File: config.mk
export PLATFORM = sky130hd
export DESIGN_NAME = instr_sequencer
export DESIGN_NICKNAME = d
export VERILOG_FILES = /design/src/rtl/comp_pkg.sv /design/src/rtl/instr_decode.sv /design/src/rtl/instr_sequencer.sv
export SDC_FILE = /design/constraint.sdc
export NUM_CORES = 1
export LEC_CHECK = 0
export CELL_PAD_IN_SITES_DETAIL_PLACEMENT = 1
export CELL_PAD_IN_SITES_GLOBAL_PLACEMENT = 1
export CORE_ASPECT_RATIO = 1.5
export CORE_MARGIN = 2
export CORE_UTILIZATION = 38
export DETAILED_ROUTE_END_ITERATION = 10
export PLACE_DENSITY = 0.76
export SETUP_SLACK_MARGIN = 0.02
export SLEW_MARGIN = 20
export SYNTH_ARGS = -nofsm -noshare
export SYNTH_HDL_FRONTEND = slang
export SYNTH_HIERARCHICAL = 1
export SYNTH_SLANG_ARGS = --single-unit
File: constraint.sdc
create_clock -name sys_clk -period 2.04 [get_ports sys_clk]
set_input_delay 0.408 -clock sys_clk [delete_from_list [all_inputs] [get_ports sys_clk]]
set_output_delay 0.408 -clock sys_clk [all_outputs]
set_load 0.005 [all_outputs]
File: src/rtl/comp_pkg.sv
// rtl/comp_pkg.sv - shared types and widths for the demo computer sequencer
`ifndef F_ADD
`define F_ADD 5'b00001
`endif
`ifndef F_SUB
`define F_SUB 5'b00010
`endif

package comp_pkg;

    localparam int INSTR_W = 8;
    localparam int IMM_W   = 4;

    typedef enum logic [3:0] {
        OP_NOP = 4'h0,
        OP_LDI = 4'h1,
        OP_ADD = 4'h2,
        OP_SUB = 4'h3,
        OP_OUT = 4'h4,
        OP_JMP = 4'h5,
        OP_JZ  = 4'h6,
        OP_HLT = 4'h7
    } opcode_t;

    typedef enum logic [2:0] {
        ST_IDLE   = 3'd0,
        ST_FETCH  = 3'd1,
        ST_DECODE = 3'd2,
        ST_EXEC   = 3'd3,
        ST_WB     = 3'd4,
        ST_HALT   = 3'd5
    } seq_state_t;

endpackage

File: src/rtl/instr_decode.sv
// rtl/instr_decode.sv - combinational instruction word decoder
`ifndef F_ADD
`define F_ADD 5'b00001
`endif
`ifndef F_SUB
`define F_SUB 5'b00010
`endif

module instr_decode
    import comp_pkg::*;
(
    input  logic [INSTR_W-1:0] i_ir,
    output opcode_t            o_opcode,
    output logic [IMM_W-1:0]   o_imm,
    output logic               o_is_alu,
    output logic               o_is_jump,
    output logic [4:0]         o_alu_cmd
);

    always_comb begin
        o_imm    = i_ir[IMM_W-1:0];
        // Opcodes 8..F are reserved and behave as NOP
        o_opcode = i_ir[7] ? OP_NOP : opcode_t'(i_ir[7:4]);
        o_is_alu  = (o_opcode == OP_ADD) || (o_opcode == OP_SUB);
        o_is_jump = (o_opcode == OP_JMP) || (o_opcode == OP_JZ);
        o_alu_cmd = (o_opcode == OP_SUB) ? `F_SUB : `F_ADD;
    end

endmodule

File: src/rtl/instr_sequencer.sv
// rtl/instr_sequencer.sv - fetch/decode/execute controller; SEQ_SINGLE_STEP_EN adds step_btn
`ifndef F_ADD
`define F_ADD 5'b00001
`endif
`ifndef F_SUB
`define F_SUB 5'b00010
`endif

module instr_sequencer
    import comp_pkg::*;
#(
    parameter int N        = 8,
    parameter int MEM_SIZE = 8
) (
    input  logic               sys_clk,
    input  logic               rst_n,
    input  logic               step_tick,
    input  logic               run_en,
`ifdef SEQ_SINGLE_STEP_EN
    input  logic               step_btn,
`endif
    output logic [N-1:0]       mem_addr,
    input  logic [INSTR_W-1:0] mem_data,
    output logic [4:0]         alu_cmd,
    output logic [3:0]         alu_a,
    output logic [3:0]         alu_b,
    input  logic [3:0]         alu_result,
    output logic [3:0]         disp_val,
    output logic               busy,
    output logic               halted
);

    seq_state_t         r_state;
    logic [N-1:0]       r_pc;
    logic [3:0]         r_acc;
    logic [INSTR_W-1:0] r_ir;
    logic [3:0]         r_res;
    logic [3:0]         r_disp;
    logic [4:0]         r_alu_cmd;
    logic [3:0]         r_alu_a;
    logic [3:0]         r_alu_b;

    opcode_t            w_opcode;
    logic [IMM_W-1:0]   w_imm;
    logic               w_is_alu;
    logic               w_is_jump;
    logic [4:0]         w_alu_cmd;
    logic               w_start;
    logic [N-1:0]       w_pc_inc;
    logic [N-1:0]       w_target;

    instr_decode u_decode (
        .i_ir      (r_ir),
        .o_opcode  (w_opcode),
        .o_imm     (w_imm),
        .o_is_alu  (w_is_alu),
        .o_is_jump (w_is_jump),
        .o_alu_cmd (w_alu_cmd)
    );

`ifdef SEQ_SINGLE_STEP_EN
    assign w_start = run_en ? step_tick : step_btn;
`else
    assign w_start = run_en && step_tick;
`endif

    assign w_pc_inc = (r_pc == N'(MEM_SIZE - 1)) ? '0 : r_pc + N'(1);
    assign w_target = ({{(32-IMM_W){1'b0}}, w_imm} >= 32'(MEM_SIZE)) ? '0 : N'(w_imm);

    always_ff @(posedge sys_clk) begin
        if (!rst_n) begin
            r_state   <= ST_IDLE;
            r_pc      <= '0;
            r_acc     <= '0;
            r_ir      <= '0;
            r_res     <= '0;
            r_disp    <= '0;
            r_alu_cmd <= `F_ADD;
            r_alu_a   <= '0;
            r_alu_b   <= '0;
        end else begin
            case (r_state)
                ST_IDLE:   if (w_start) r_state <= ST_FETCH;
                ST_FETCH: begin
                    r_ir    <= mem_data;
                    r_state <= ST_DECODE;
                end
                ST_DECODE: begin
                    r_alu_cmd <= w_alu_cmd;
                    r_alu_a   <= r_acc;
                    r_alu_b   <= w_imm;
                    r_state   <= ST_EXEC;
                end
                ST_EXEC: begin
                    r_res   <= alu_result;
                    r_state <= ST_WB;
                end
                ST_WB: begin
                    // Any tick seen here is dropped: WB always returns to IDLE
                    r_state <= ST_IDLE;
                    r_pc    <= w_pc_inc;
                    if (w_is_alu) r_acc <= r_res;
                    if (w_is_jump && ((w_opcode == OP_JMP) || (r_acc == '0))) r_pc <= w_target;
                    case (w_opcode)
                        OP_LDI:  r_acc  <= w_imm;
                        OP_OUT:  r_disp <= r_acc;
                        OP_HLT: begin
                            r_pc    <= r_pc;
                            r_state <= ST_HALT;
                        end
                        default: ;
                    endcase
                end
                ST_HALT:   r_state <= ST_HALT;
                default:   r_state <= ST_IDLE;
            endcase
        end
    end

    assign mem_addr = r_pc;
    assign alu_cmd  = r_alu_cmd;
    assign alu_a    = r_alu_a;
    assign alu_b    = r_alu_b;
    assign disp_val = r_disp;
    assign busy     = (r_state != ST_IDLE) && (r_state != ST_HALT);
    assign halted   = (r_state == ST_HALT);

endmodule

==> results of run 1 <==
-- routing by layer --
layer | part of all wire (%) | routed length, um | track usage (%) | vias to the layer above
li1 | - | - | - | 866
met1 | 43 | 2070 | 19.9 | 797
met2 | 51 | 2460 | 30.4 | 40
met3 | 3.6 | 174 | 3.84 | 8
met4 | 2.5 | 121 | 8.51 | 0
met5 | 0 | 0 | 0 | -
-- logic make-up (layout without fill, tap and decap cells) --
family | Yosys count | in the layout
xor+xnor | 4 | 4
buf+inv | 23 | 62
mux | 30 | 30
fa+ha+maj | 1 | 1
other cells | 1 | 4
compound gates | 28 | 28
flops | 44 | 44
simple gates | 95 | 95
-- worst min path at each step --
| stage | start | endpoint | slack, ns | cells past startpoint |
|---|---|---|---|---|
| 2_1_floorplan | disp_val[0] | disp_val[0] | 0.45 | 2 |
| 3_3_place_gp | disp_val[0] | disp_val[0] | 0.45 | 2 |
| 3_5_place_dp | disp_val[1] | disp_val[1] | 0.46 | 2 |
| 4_1_cts | disp_val[1] | disp_val[1] | 0.47 | 2 |
| 5_1_grt | disp_val[1] | disp_val[1] | 0.49 | 2 |
| 6_report | disp_val[1] | disp_val[1] | 0.46 | 2 |
-- report_power, final --
part / internal [mW] / switching (mW) / total [mW]
logic: 0.0992 / 0.0804 / 0.180
clock network: 0.232 / 0.299 / 0.531
registers: 0.879 / 0.0279 / 0.907
-- state kept, by name, summed over array words and instances, names as in the netlist --
name      count
r_acc         4
r_res         4
r_state       3
alu_a         4
disp_val      4
r_ir          8
alu_b         4
alu_cmd       5
mem_addr      8
-- worst min-delay path, delay by kind of cell (launching register included) --
family          cells  cell delay, ns
compound gates      1            0.05
flops               1            0.31
simple gates        1            0.05
-- through the flow --
stage	instances	setup slack (ns)	hold WS (ns)
finish	336	0.154	0.460
global route	336	0.0685	0.491
CTS	336	0.0326	0.467
detailed placement	329	0.198	0.455
global placement	329	0.265	0.447
floorplan	229	0.361	0.453
-- cells in the final DEF, fill, tap and decap left out, drive strengths merged, types with 3 or more instances in the layout --
cell type	n
mux2i	30
and2	3
nand4	4
nor2	31
clkdlybuf4s50	42
conb	4
nand2	18
o21ai	3
a31oi	7
inv	3
a211oi	4
clkbuf	5
dfxtp	44
nor3	4
nor3b	3
a21oi	8
nor2b	5
buf	10
or3	3
nand3	10
-- layout make-up --
cell class                 count  area [um^2]
sequential                    44          885
timing repair buffer          52          495
tap                           68         85.1
clock buffer                   5         68.8
clock inverter                 2         12.5
multi-input combinational    162         1060
fill                         629         2580
inverter                       3         11.3
-- what timing repair did --
| item | 4_1_cts | 5_1_grt |
|---|---|---|
| endpoints found under the setup margin | 0 | 2 |
| hold buffers | 0 | 0 |
| gates resized for setup | 0 | 3 |
==> impl_metrics.csv, run 1 <==
group,metric,value,unit
synth,synth-compound-area-share,8.66,%
critical_path,crit_chain,"nor2b_1, and4bb_2, o21ai_2, buf_4, o2111ai_1, a31oi_1",
clocking,cts.sinks,44,
flow_run,maxCapViolations,0,
grt,grt-ovfl-total,0,
critical_path,cp_num_buf_inv,1,
clocking,h-tree-depth,2,
clocking,root_buffer,"clkbuf_8",
synth,synth_mux_area_share,14.5,%
finish,area_delta_synth_final,26.8,%
synth,synth_commonest_cells,"44 x dfxtp_1, 31 x nor2_1, 30 x mux2i_1, 18 x nand2_1, 10 x nand3_1",
placement,dpl_cell_area,0.00253,mm^2
floorplan,rows,32,
outcome,status,"completed",
timing,setup_violations,0,
critical_path,endpoint,"mem_addr[6]",
synth,seq_area_frac_synth,42.6,%
synth,yosys.area.top_type,"dfxtp_1",
timing,hold_viol,0,
synth,yosys_warnings,6,
grt,grt_pass1_vias,1682,
drt,dr.pass1.iters,4,
synth,synth.most_common_cell,"dfxtp_1",
floorplan,start_util,39.7,%
power_and_ir_drop,p_per_area,617,mW/mm^2
clocking,cts_max_path_buffers,2,
synth,netlist.area_leader.share,42.6,%
critical_path,reg2reg_slack,0.15,ns
synth,synth.area.top_cells,"dfxtp_1 43%, mux2i_1 15%, nor2_1 5.6%, buf_4 3.3%, nand2_1 3.3%",
synth,synthFlopType,"dfxtp_1",
finish,design_area,0.00262,mm^2
drt,first_iter_violations,81,
drt,wire_per_inst,14.4,um
synth,synthSimpleGateAreaFrac,25.2,%
drt,post-route-drc-count,0,
synth,synth_edf_count,0,
critical_path,cp_data_arrival_time,2.12,ns
critical_path,path_depth,6,
timing,timing.fmax,0.530,GHz
timing,period_share,92.5,%
synth,synthArstFlopShare,0,%
clocking,cts_tree,"built",
synth,synth_cells,226,
floorplan,die_w,64.2,um
critical_path,r2r_cells,6,
synth,synthAdderAreaFrac,0.606,%
drt,finalWirelength,4830,um
power_and_ir_drop,finalPower,1.62,mW
clocking,cts_buffers,5,
critical_path,worstSetupStartpoint,"r_ir[5]",
floorplan,io_pins,43,
min_path,hold_class,"reg -> reg",
clocking,clk_pin_slew,0.08,ns
critical_path,max_stage_delay,0.39,ns
floorplan,dieArea,0.00605,mm^2
grt,grt_pass1_wl,8190,um
power_and_ir_drop,p_leak,0.928,nW
floorplan,fp.dieH,94.3,um
critical_path,reg2reg_from,"r_ir[5]",
timing,rsz0062_at_grt,"no",
drt,ant_nets,0,
critical_path,worstPathMaxFanout,7,
timing,fin_setup_tns,0,ns
critical_path,path_delay_family,"simple AND/OR/NAND/NOR gates",
synth,netlist_area,0.00207,mm^2
timing,min_period,1.89,ns
clocking,clk_latency,0.30,ns
timing,slew_viol_final,0,
placement,port_buffers,42,
timing,clock_skew,0.00379,ns
critical_path,cp_slowest_cell,"dfxtp_1",
grt,grt_max_degree,24,
critical_path,critPathLaunchType,"flop",
critical_path,worstSetupEndpointType,"flop",
synth,ys_types,45,
drt,vias,1711,
clocking,post_cts_buffers,0,
finish,nNetsFinal,285,
synth,synth_top_family_by_area,"simple AND/OR/NAND/NOR gates",
grt,antenna_found_initial,0,
synth,synth_xor_area_share,1.70,%
placement,dp_hpwl,3580,um
critical_path,critical_path_class,"reg -> reg",
critical_path,rr_endpoint,"mem_addr[6]",
drt,avgViaCountPerCell,5.09,
finish,finish.utilization,50.3,%
power_and_ir_drop,ir_drop,431,uV
placement,place_congestion,0.770,
floorplan,core-area,0.00520,mm^2
finish,drive_gt1_share,11.2,%
synth,synth-seq-cells,44,
synth,syn_avg_cell_area,9.14,um^2
critical_path,crit_required,2.27,ns
finish,n_antenna_cell,0,
grt,grt_usage,17.4,%
(Power assumes the default switching activity.)
==> run 2: changes to the inputs <==
TNS_END_PERCENT = 50   (was not set)
==> results of run 2 <==
Same layout as run 1: the final DEF is identical, and so are final timing and power.
